--- config.mk ---
export PLATFORM = sky130hd
export DESIGN_NAME = os_tx_scheduler
export DESIGN_NICKNAME = d
export VERILOG_FILES = /design/src/rtl/os_tx_scheduler.sv
export SDC_FILE = /design/constraint.sdc
export NUM_CORES = 1
export LEC_CHECK = 0
export ABC_AREA = 1
export BUFFER_PORTS_ARGS = -buffer_cell sky130_fd_sc_hd__buf_2
export CAP_MARGIN = 5
export CORE_MARGIN = 2
export CORE_UTILIZATION = 53
export CTS_BUF_LIST = sky130_fd_sc_hd__clkbuf_16
export DETAILED_ROUTE_END_ITERATION = 10
export PLACE_DENSITY_LB_ADDON = 0.2
export SLEW_MARGIN = 25
export SYNTH_ARGS = -nofsm -noshare
export SYNTH_HDL_FRONTEND = slang
export SYNTH_SLANG_ARGS = --single-unit
export TNS_END_PERCENT = 1
--- constraint.sdc ---
create_clock -name clk -period 4.84 [get_ports clk]
set_input_delay 0.968 -clock clk [delete_from_list [all_inputs] [get_ports clk]]
set_output_delay 0.968 -clock clk [all_outputs]
set_load 0.02 [all_outputs]
--- src/rtl/os_tx_scheduler.sv ---
// os_tx_scheduler: per-lane TX symbol arbiter between link data and
// LTSSM ordered sets (TS1/TS2/FTS/SKP/EIOS) with periodic SKP insertion.
module os_tx_scheduler #(
  parameter int unsigned SKP_INTERVAL = 1180,
  parameter int unsigned TS_LEN       = 16
) (
  input  logic       clk,
  input  logic       reset_n,
  input  logic       ts1_req,
  input  logic       ts2_req,
  input  logic       fts_req,
  input  logic [7:0] n_fts,
  input  logic       eios_req,
  input  logic       data_valid,
  input  logic [7:0] data_sym,
  input  logic       data_k,
  input  logic       data_last,
  output logic       data_ready,
  output logic [7:0] tx_sym,
  output logic       tx_k,
  output logic       tx_valid,
  output logic       tx_elec_idle,
  output logic       fts_sent,
  output logic       skp_pending
);
  localparam int unsigned CW = $clog2(SKP_INTERVAL + 1);
  localparam int unsigned SW = $clog2(TS_LEN + 1);
  localparam logic [CW-1:0] SKP_MAX = CW'(SKP_INTERVAL - 1);
  localparam logic [SW-1:0] TS_LAST = SW'(TS_LEN - 1);
  localparam logic [SW-1:0] OS4_LAST = SW'(3);
  localparam logic [7:0] COM = 8'hBC;

  typedef enum logic [1:0] {
    ST_EIDLE, ST_LIDLE, ST_DATA, ST_OS
  } state_e;

  typedef enum logic [2:0] {
    OS_TS1, OS_TS2, OS_FTS, OS_SKP, OS_EIOS
  } os_e;

  typedef enum logic [2:0] {
    SEL_EIOS, SEL_SKP, SEL_FTS, SEL_TS2,
    SEL_TS1, SEL_DATA, SEL_IDLE, SEL_NONE
  } sel_e;

  state_e        state_q, state_d;
  os_e           os_q, os_d;
  logic [SW-1:0] sym_cnt_q, sym_cnt_d;
  logic [7:0]    nfts_q, nfts_d;
  logic [7:0]    fts_left_q, fts_left_d;
  logic          burst_q, burst_d;
  logic          trailer_q, trailer_d;
  logic          fts_pend_q, fts_pend_d;
  logic          eios_pend_q, eios_pend_d;
  logic [CW-1:0] skp_cnt_q, skp_cnt_d;
  logic          skp_pend_q, skp_pend_d;
  logic [7:0]    tx_sym_q, tx_sym_d;
  logic          tx_k_q, tx_k_d;
  logic          tx_valid_q, tx_valid_d;
  logic          tx_eidle_q, tx_eidle_d;
  logic          fts_sent_q, fts_sent_d;

  sel_e          sel;
  logic          fts_any, eios_any;
  logic          start;
  os_e           start_type;
  logic [SW-1:0] os_last;
  logic [8:0]    os_out;

  function automatic logic [8:0] os_sym(
    input os_e           t,
    input logic [SW-1:0] i,
    input logic [7:0]    nf
  );
    logic [8:0] r;
    r = {1'b1, COM};
    if (i != '0) begin
      unique case (t)
        OS_FTS:  r = {1'b1, 8'h3C};
        OS_SKP:  r = {1'b1, 8'h1C};
        OS_EIOS: r = {1'b1, 8'h7C};
        default: begin
          if (i < SW'(3))       r = {1'b1, 8'hF7};
          else if (i == SW'(3)) r = {1'b0, nf};
          else if (i == SW'(4)) r = {1'b0, 8'h02};
          else if (i == SW'(5)) r = {1'b0, 8'h00};
          else r = {1'b0, (t == OS_TS2) ? 8'h45 : 8'h4A};
        end
      endcase
    end
    return r;
  endfunction

  assign fts_any  = fts_pend_q | fts_req;
  assign eios_any = eios_pend_q | eios_req;
  assign os_last  = (os_q == OS_TS1 || os_q == OS_TS2)
                  ? TS_LAST : OS4_LAST;
  assign os_out   = os_sym(os_q, sym_cnt_q, nfts_q);

  // Boundary arbitration; ELEC_IDLE only wakes for TS or FTS.
  always_comb begin
    sel = SEL_NONE;
    if (state_q == ST_LIDLE) begin
      if (eios_any)                 sel = SEL_EIOS;
      else if (skp_pend_q)          sel = SEL_SKP;
      else if (burst_q || fts_any)  sel = SEL_FTS;
      else if (ts2_req)             sel = SEL_TS2;
      else if (ts1_req)             sel = SEL_TS1;
      else if (data_valid)          sel = SEL_DATA;
      else                          sel = SEL_IDLE;
    end else if (state_q == ST_EIDLE) begin
      if (burst_q || fts_any)       sel = SEL_FTS;
      else if (ts2_req)             sel = SEL_TS2;
      else if (ts1_req)             sel = SEL_TS1;
    end
  end

  assign data_ready = (state_q == ST_DATA) ||
                      (sel == SEL_DATA) || (sel == SEL_IDLE);

  always_comb begin
    state_d     = state_q;
    os_d        = os_q;
    sym_cnt_d   = sym_cnt_q;
    nfts_d      = nfts_q;
    fts_left_d  = fts_left_q;
    burst_d     = burst_q;
    trailer_d   = trailer_q;
    fts_pend_d  = fts_pend_q | (fts_req & ~burst_q);
    eios_pend_d = eios_pend_q |
                  (eios_req & (state_q != ST_EIDLE));
    skp_cnt_d   = skp_cnt_q;
    skp_pend_d  = skp_pend_q;
    tx_sym_d    = 8'h00;
    tx_k_d      = 1'b0;
    tx_valid_d  = 1'b0;
    tx_eidle_d  = 1'b0;
    fts_sent_d  = 1'b0;
    start       = 1'b0;
    start_type  = OS_TS1;

    unique case (state_q)
      ST_EIDLE: tx_eidle_d = 1'b1;
      ST_DATA: begin
        if (data_valid) begin
          tx_sym_d   = data_sym;
          tx_k_d     = data_k;
          tx_valid_d = 1'b1;
          if (data_last) state_d = ST_LIDLE;
        end
      end
      ST_OS: begin
        {tx_k_d, tx_sym_d} = os_out;
        tx_valid_d = 1'b1;
        sym_cnt_d  = sym_cnt_q + SW'(1);
        if (sym_cnt_q == os_last) begin
          sym_cnt_d = '0;
          state_d   = (os_q == OS_EIOS) ? ST_EIDLE : ST_LIDLE;
          if (os_q == OS_SKP && trailer_q) begin
            fts_sent_d = 1'b1;
            burst_d    = 1'b0;
            trailer_d  = 1'b0;
          end
        end
      end
      default: ;
    endcase

    unique case (sel)
      SEL_EIOS: begin
        start       = 1'b1;
        start_type  = OS_EIOS;
        eios_pend_d = 1'b0;
      end
      SEL_SKP: begin
        start      = 1'b1;
        start_type = OS_SKP;
      end
      SEL_FTS: begin
        start      = 1'b1;
        fts_pend_d = 1'b0;
        burst_d    = 1'b1;
        if (!burst_q) begin
          if (n_fts == 8'd0) begin
            start_type = OS_SKP;
            trailer_d  = 1'b1;
          end else begin
            start_type = OS_FTS;
            fts_left_d = n_fts - 8'd1;
          end
        end else if (fts_left_q == 8'd0) begin
          start_type = OS_SKP;
          trailer_d  = 1'b1;
        end else begin
          start_type = OS_FTS;
          fts_left_d = fts_left_q - 8'd1;
        end
      end
      SEL_TS2: begin
        start      = 1'b1;
        start_type = OS_TS2;
        nfts_d     = n_fts;
      end
      SEL_TS1: begin
        start      = 1'b1;
        start_type = OS_TS1;
        nfts_d     = n_fts;
      end
      SEL_DATA: begin
        tx_sym_d   = data_sym;
        tx_k_d     = data_k;
        tx_valid_d = 1'b1;
        if (!data_last) state_d = ST_DATA;
      end
      SEL_IDLE: tx_valid_d = 1'b1;
      default: ;
    endcase

    if (start) begin
      state_d    = ST_OS;
      os_d       = start_type;
      sym_cnt_d  = SW'(1);
      tx_sym_d   = COM;
      tx_k_d     = 1'b1;
      tx_valid_d = 1'b1;
      tx_eidle_d = 1'b0;
    end

    // One owed SKP at most: the counter saturates until a SKP starts.
    if ((start && start_type == OS_SKP) || tx_eidle_d) begin
      skp_cnt_d  = '0;
      skp_pend_d = 1'b0;
    end else if (tx_valid_d) begin
      if (skp_cnt_q != SKP_MAX) skp_cnt_d = skp_cnt_q + CW'(1);
      if (skp_cnt_q == SKP_MAX - CW'(1)) skp_pend_d = 1'b1;
    end
  end

  always_ff @(posedge clk or negedge reset_n) begin
    if (!reset_n) begin
      state_q     <= ST_EIDLE;
      os_q        <= OS_TS1;
      sym_cnt_q   <= '0;
      nfts_q      <= 8'h00;
      fts_left_q  <= 8'h00;
      burst_q     <= 1'b0;
      trailer_q   <= 1'b0;
      fts_pend_q  <= 1'b0;
      eios_pend_q <= 1'b0;
      skp_cnt_q   <= '0;
      skp_pend_q  <= 1'b0;
      tx_sym_q    <= 8'h00;
      tx_k_q      <= 1'b0;
      tx_valid_q  <= 1'b0;
      tx_eidle_q  <= 1'b1;
      fts_sent_q  <= 1'b0;
    end else begin
      state_q     <= state_d;
      os_q        <= os_d;
      sym_cnt_q   <= sym_cnt_d;
      nfts_q      <= nfts_d;
      fts_left_q  <= fts_left_d;
      burst_q     <= burst_d;
      trailer_q   <= trailer_d;
      fts_pend_q  <= fts_pend_d;
      eios_pend_q <= eios_pend_d;
      skp_cnt_q   <= skp_cnt_d;
      skp_pend_q  <= skp_pend_d;
      tx_sym_q    <= tx_sym_d;
      tx_k_q      <= tx_k_d;
      tx_valid_q  <= tx_valid_d;
      tx_eidle_q  <= tx_eidle_d;
      fts_sent_q  <= fts_sent_d;
    end
  end

  assign tx_sym       = tx_sym_q;
  assign tx_k         = tx_k_q;
  assign tx_valid     = tx_valid_q;
  assign tx_elec_idle = tx_eidle_q;
  assign fts_sent     = fts_sent_q;
  assign skp_pending  = skp_pend_q;

endmodule

==> metrics.md <==
| Metric | Value |
|---|---|
| Clock Tree Root | clkbuf_16 |
| CP most frequent cell | nand2_1 |
| First drt pass iteration count | 4 |
| Slowest stage delay, CP | 0.36 ns |
| Total nets after synthesis | 457 |
| GPL Wtd Cong | 0.876 |
| Hold Vio Cnt, Final | 0 |
| Clock transition at path regs | 0.07 ns |
| Die area | 0.00682 mm2 |
| Cell taking the most area after synthesis | dfrtp_1 |
| Asr flop ratio synth | 100% |
| Fraction of layout cells with a size suffix above 1 | 17.1% |
| Core ar. | 0.00596 mm2 |
| Max-slew headroom at the worst pin | 52.0% |
| CP max FO | 13 |
| Pins Over Slew Limit | 0 |
| Run status | completed |
| Area of the multi-input gates | 0.00160 mm2 |
| Cells after DPL | 530 |
| Critical path startpoint category | input port |
| Die span in x | 82.6 um |
| WP data required | 3.87 ns |
| Largest net degree at the start of global routing | 55 |
| P_leak | 1.88 nW |
| Yosys cell types | 40 |
| Top FF cell, synth | dfrtp_1 |
| Most frequent cells in the layout | 100 x nand2_1, 57 x inv_1, 53 x dfrtp_1 |
| Syn Area/Cell | 7.68 um2 |
| Num rows | 28 |
| Worst setup path category | in2out |
| Most common cell after layout, fill and taps aside | nand2_1 |
| Vias post-DR | 2,845 |
| Antenna fix cells | 0 |
| Final WL | 6.95 mm |
| Worst slew pin tran | 0.718 ns |
| Initial Util | 54.9% |
| Final setup fails | 0 |
| Congestion Overflow GR | 0 |
| Pre-CTS setup slack | 1.43 ns |
| Clock buffer depth | 2 |
| Post-route ant nets | 0 |
| Drt drc | 0 |
| PortBufs | 38 |
| Hold Crit Class | reg2reg |
| Post-Synthesis Cells | 426 |
| RSZ-0062 raised after global routing | false |
| Top Ports | 39 |
| Global-route wire length before repair | 11.7 mm |
| Post-CTS setup buffers | 0 |
| Final HPWL DP | 5.19 mm |
| Period utilization | 70.6% |
| Synth top area cells | dfrtp_1 41%, nand2_1 11%, inv_1 6.4% |
| Max Cap Violations | 0 |
| Seq cells post-synth | 54 |
| Nets | 493 |
| All-layer global routing usage | 22.2% |
| Cell Chain, Critical Path | buf_2, inv_1, nand2_2, nor2_4, nand2_1, nand2_1, nand2_1, nand2_2, nand2_4, a21oi_4, nand2_1, nand2_1, buf_2 |
| Post-synth EDFFs | 0 |
| Post-cts sizing count | 0 |
| Slowest cell on crit path | a21oi_4 |
| Sequential-to-total area share from yosys stat | 41.3% |
| WL/cell | 12.9 um |
| Delay-heaviest family, CP | simple AND/OR/NAND/NOR gates |
| Worst Path Arrival | 2.45 ns |
| Minimum clock period | 3.42 ns |
| Worst-Skew Late Latency | 0.29 ns |
| # fillers | 550 |
| Crit path buf inv count | 3 |
| Setup ws final | 1.42 ns |
| Htree depth | 2 |
| Hold Buf Count CTS | 0 |
| 1st-iter DRT viols | 165 |
| Peak VDD IR | 301 uV |
| Initial antenna violation count | 0 |
| Setup crit end kind | output port |
| Avg Vias per Cell | 5.29 |
| Final Skew | 0.00522 ns |
| YS warnings | 0 |
| Power per cell area | 655 mW/mm2 |
| Max Freq | 293 MHz |
| Setup TNS | 0 ns |
| Cell Count, Final, Fillers Out | 538 |
| Die H | 82.6 um |
| Number of global-route vias before repair | 2,581 |
| Num CTS Buffers | 5 |
| Area growth syn-to-layout | 10.6% |
| CTS tree | done |
| Yosys top cell area share | 40.5% |
| Sink Count | 54 |
| Post-Syn Area | 0.00327 mm2 |
| Sequential Area | 0.00135 mm2 |
==> cells in the mapped netlist (4+ instances only) <==
library cell and instances:
a21oi_1 5, nor3_1 10, dfrtp_1 53, nand4_1 20, o211ai_1 5, inv_1 56, inv_2 5, xor2_1 9
xnor2_1 4, nand2_1 100, nor2_1 35, ha_1 6, buf_6 6, nand2_2 10, o21ai_0 36, nand3_1 29
==> metal layers <==
metal / global-route usage [%] / routed length, um / vias to the layer above
met5: 0 / 0 / -
li1: - / - / 1460
met2: 35.7 / 3170 / 85
met1: 30.6 / 3280 / 1288
met4: 7.21 / 132 / 0
met3: 3.59 / 368 / 12
==> final timing paths <==
check                                from             to  slack [ns]  cells after the start
worst max-delay path              fts_req     data_ready        1.42                     13
worst min-delay path            nfts_q[4]      nfts_q[4]        0.48                      2
worst max register to register    burst_q  fts_left_q[5]        2.38                     13
worst min register to register  nfts_q[4]      nfts_q[4]        0.48                      2
max in group asynchronous         reset_n   skp_cnt_q[4]        3.59                      2
min in group asynchronous         reset_n      nfts_q[0]        0.80                      2
==> state kept, by name, indices dropped and copies added, names as in the netlist, 2 cells and up <==
name	flops
sym_cnt_q	5
skp_cnt_q	11
os_q	3
state_q	2
nfts_q	8
tx_sym	8
fts_left_q	8
==> worst min-delay path, cell delays in order (launching register included) <==
cell and delay, ns:
dfrtp_1 0.36, nand2_1 0.05, nand2_1 0.04
==> per-stage QoR <==
| stage | total power, mW | utilization [%] | hold WS (ns) | cell area (um2) |
|---|---|---|---|---|
| 2_1_floorplan | 1.77 | - | 0.442 | 3270 |
| 3_3_place_gp | 2.00 | 58.4 | 0.460 | 3480 |
| 3_5_place_dp | 2.03 | 58.4 | 0.468 | 3480 |
| 4_1_cts | 2.39 | 60.8 | 0.486 | 3620 |
| 5_1_grt | 2.62 | 60.8 | 0.514 | 3620 |
| 6_report | 2.37 | 60.8 | 0.483 | 3620 |
==> final cells by class <==
class                   instances  share of cell area (%)
clock buffers                   5                    3.46
clock inverters                 3                   0.484
inverters                      62                    6.50
multi-input cells             300                    44.1
flip-flops and latches         54                    37.4
well taps                      75                    2.59
repair buffers                 39                    5.46
==> power by group <==
group	total [mW]	switching (mW)	internal, mW
logic	1.24	0.818	0.425
clock network	0.349	0.159	0.190
registers	0.780	0.132	0.648
total	2.37	1.11	1.26
==> kinds of logic after synthesis <==
group	synth area share, %
AO/OA/AOI/OAI	11.6
XOR/XNOR	3.48
adder cells (fa/ha/maj)	2.29
buffers and inverters	9.83
flip-flops	41.3
AND/OR/NAND/NOR	31.5
(Power assumes the default switching activity.)
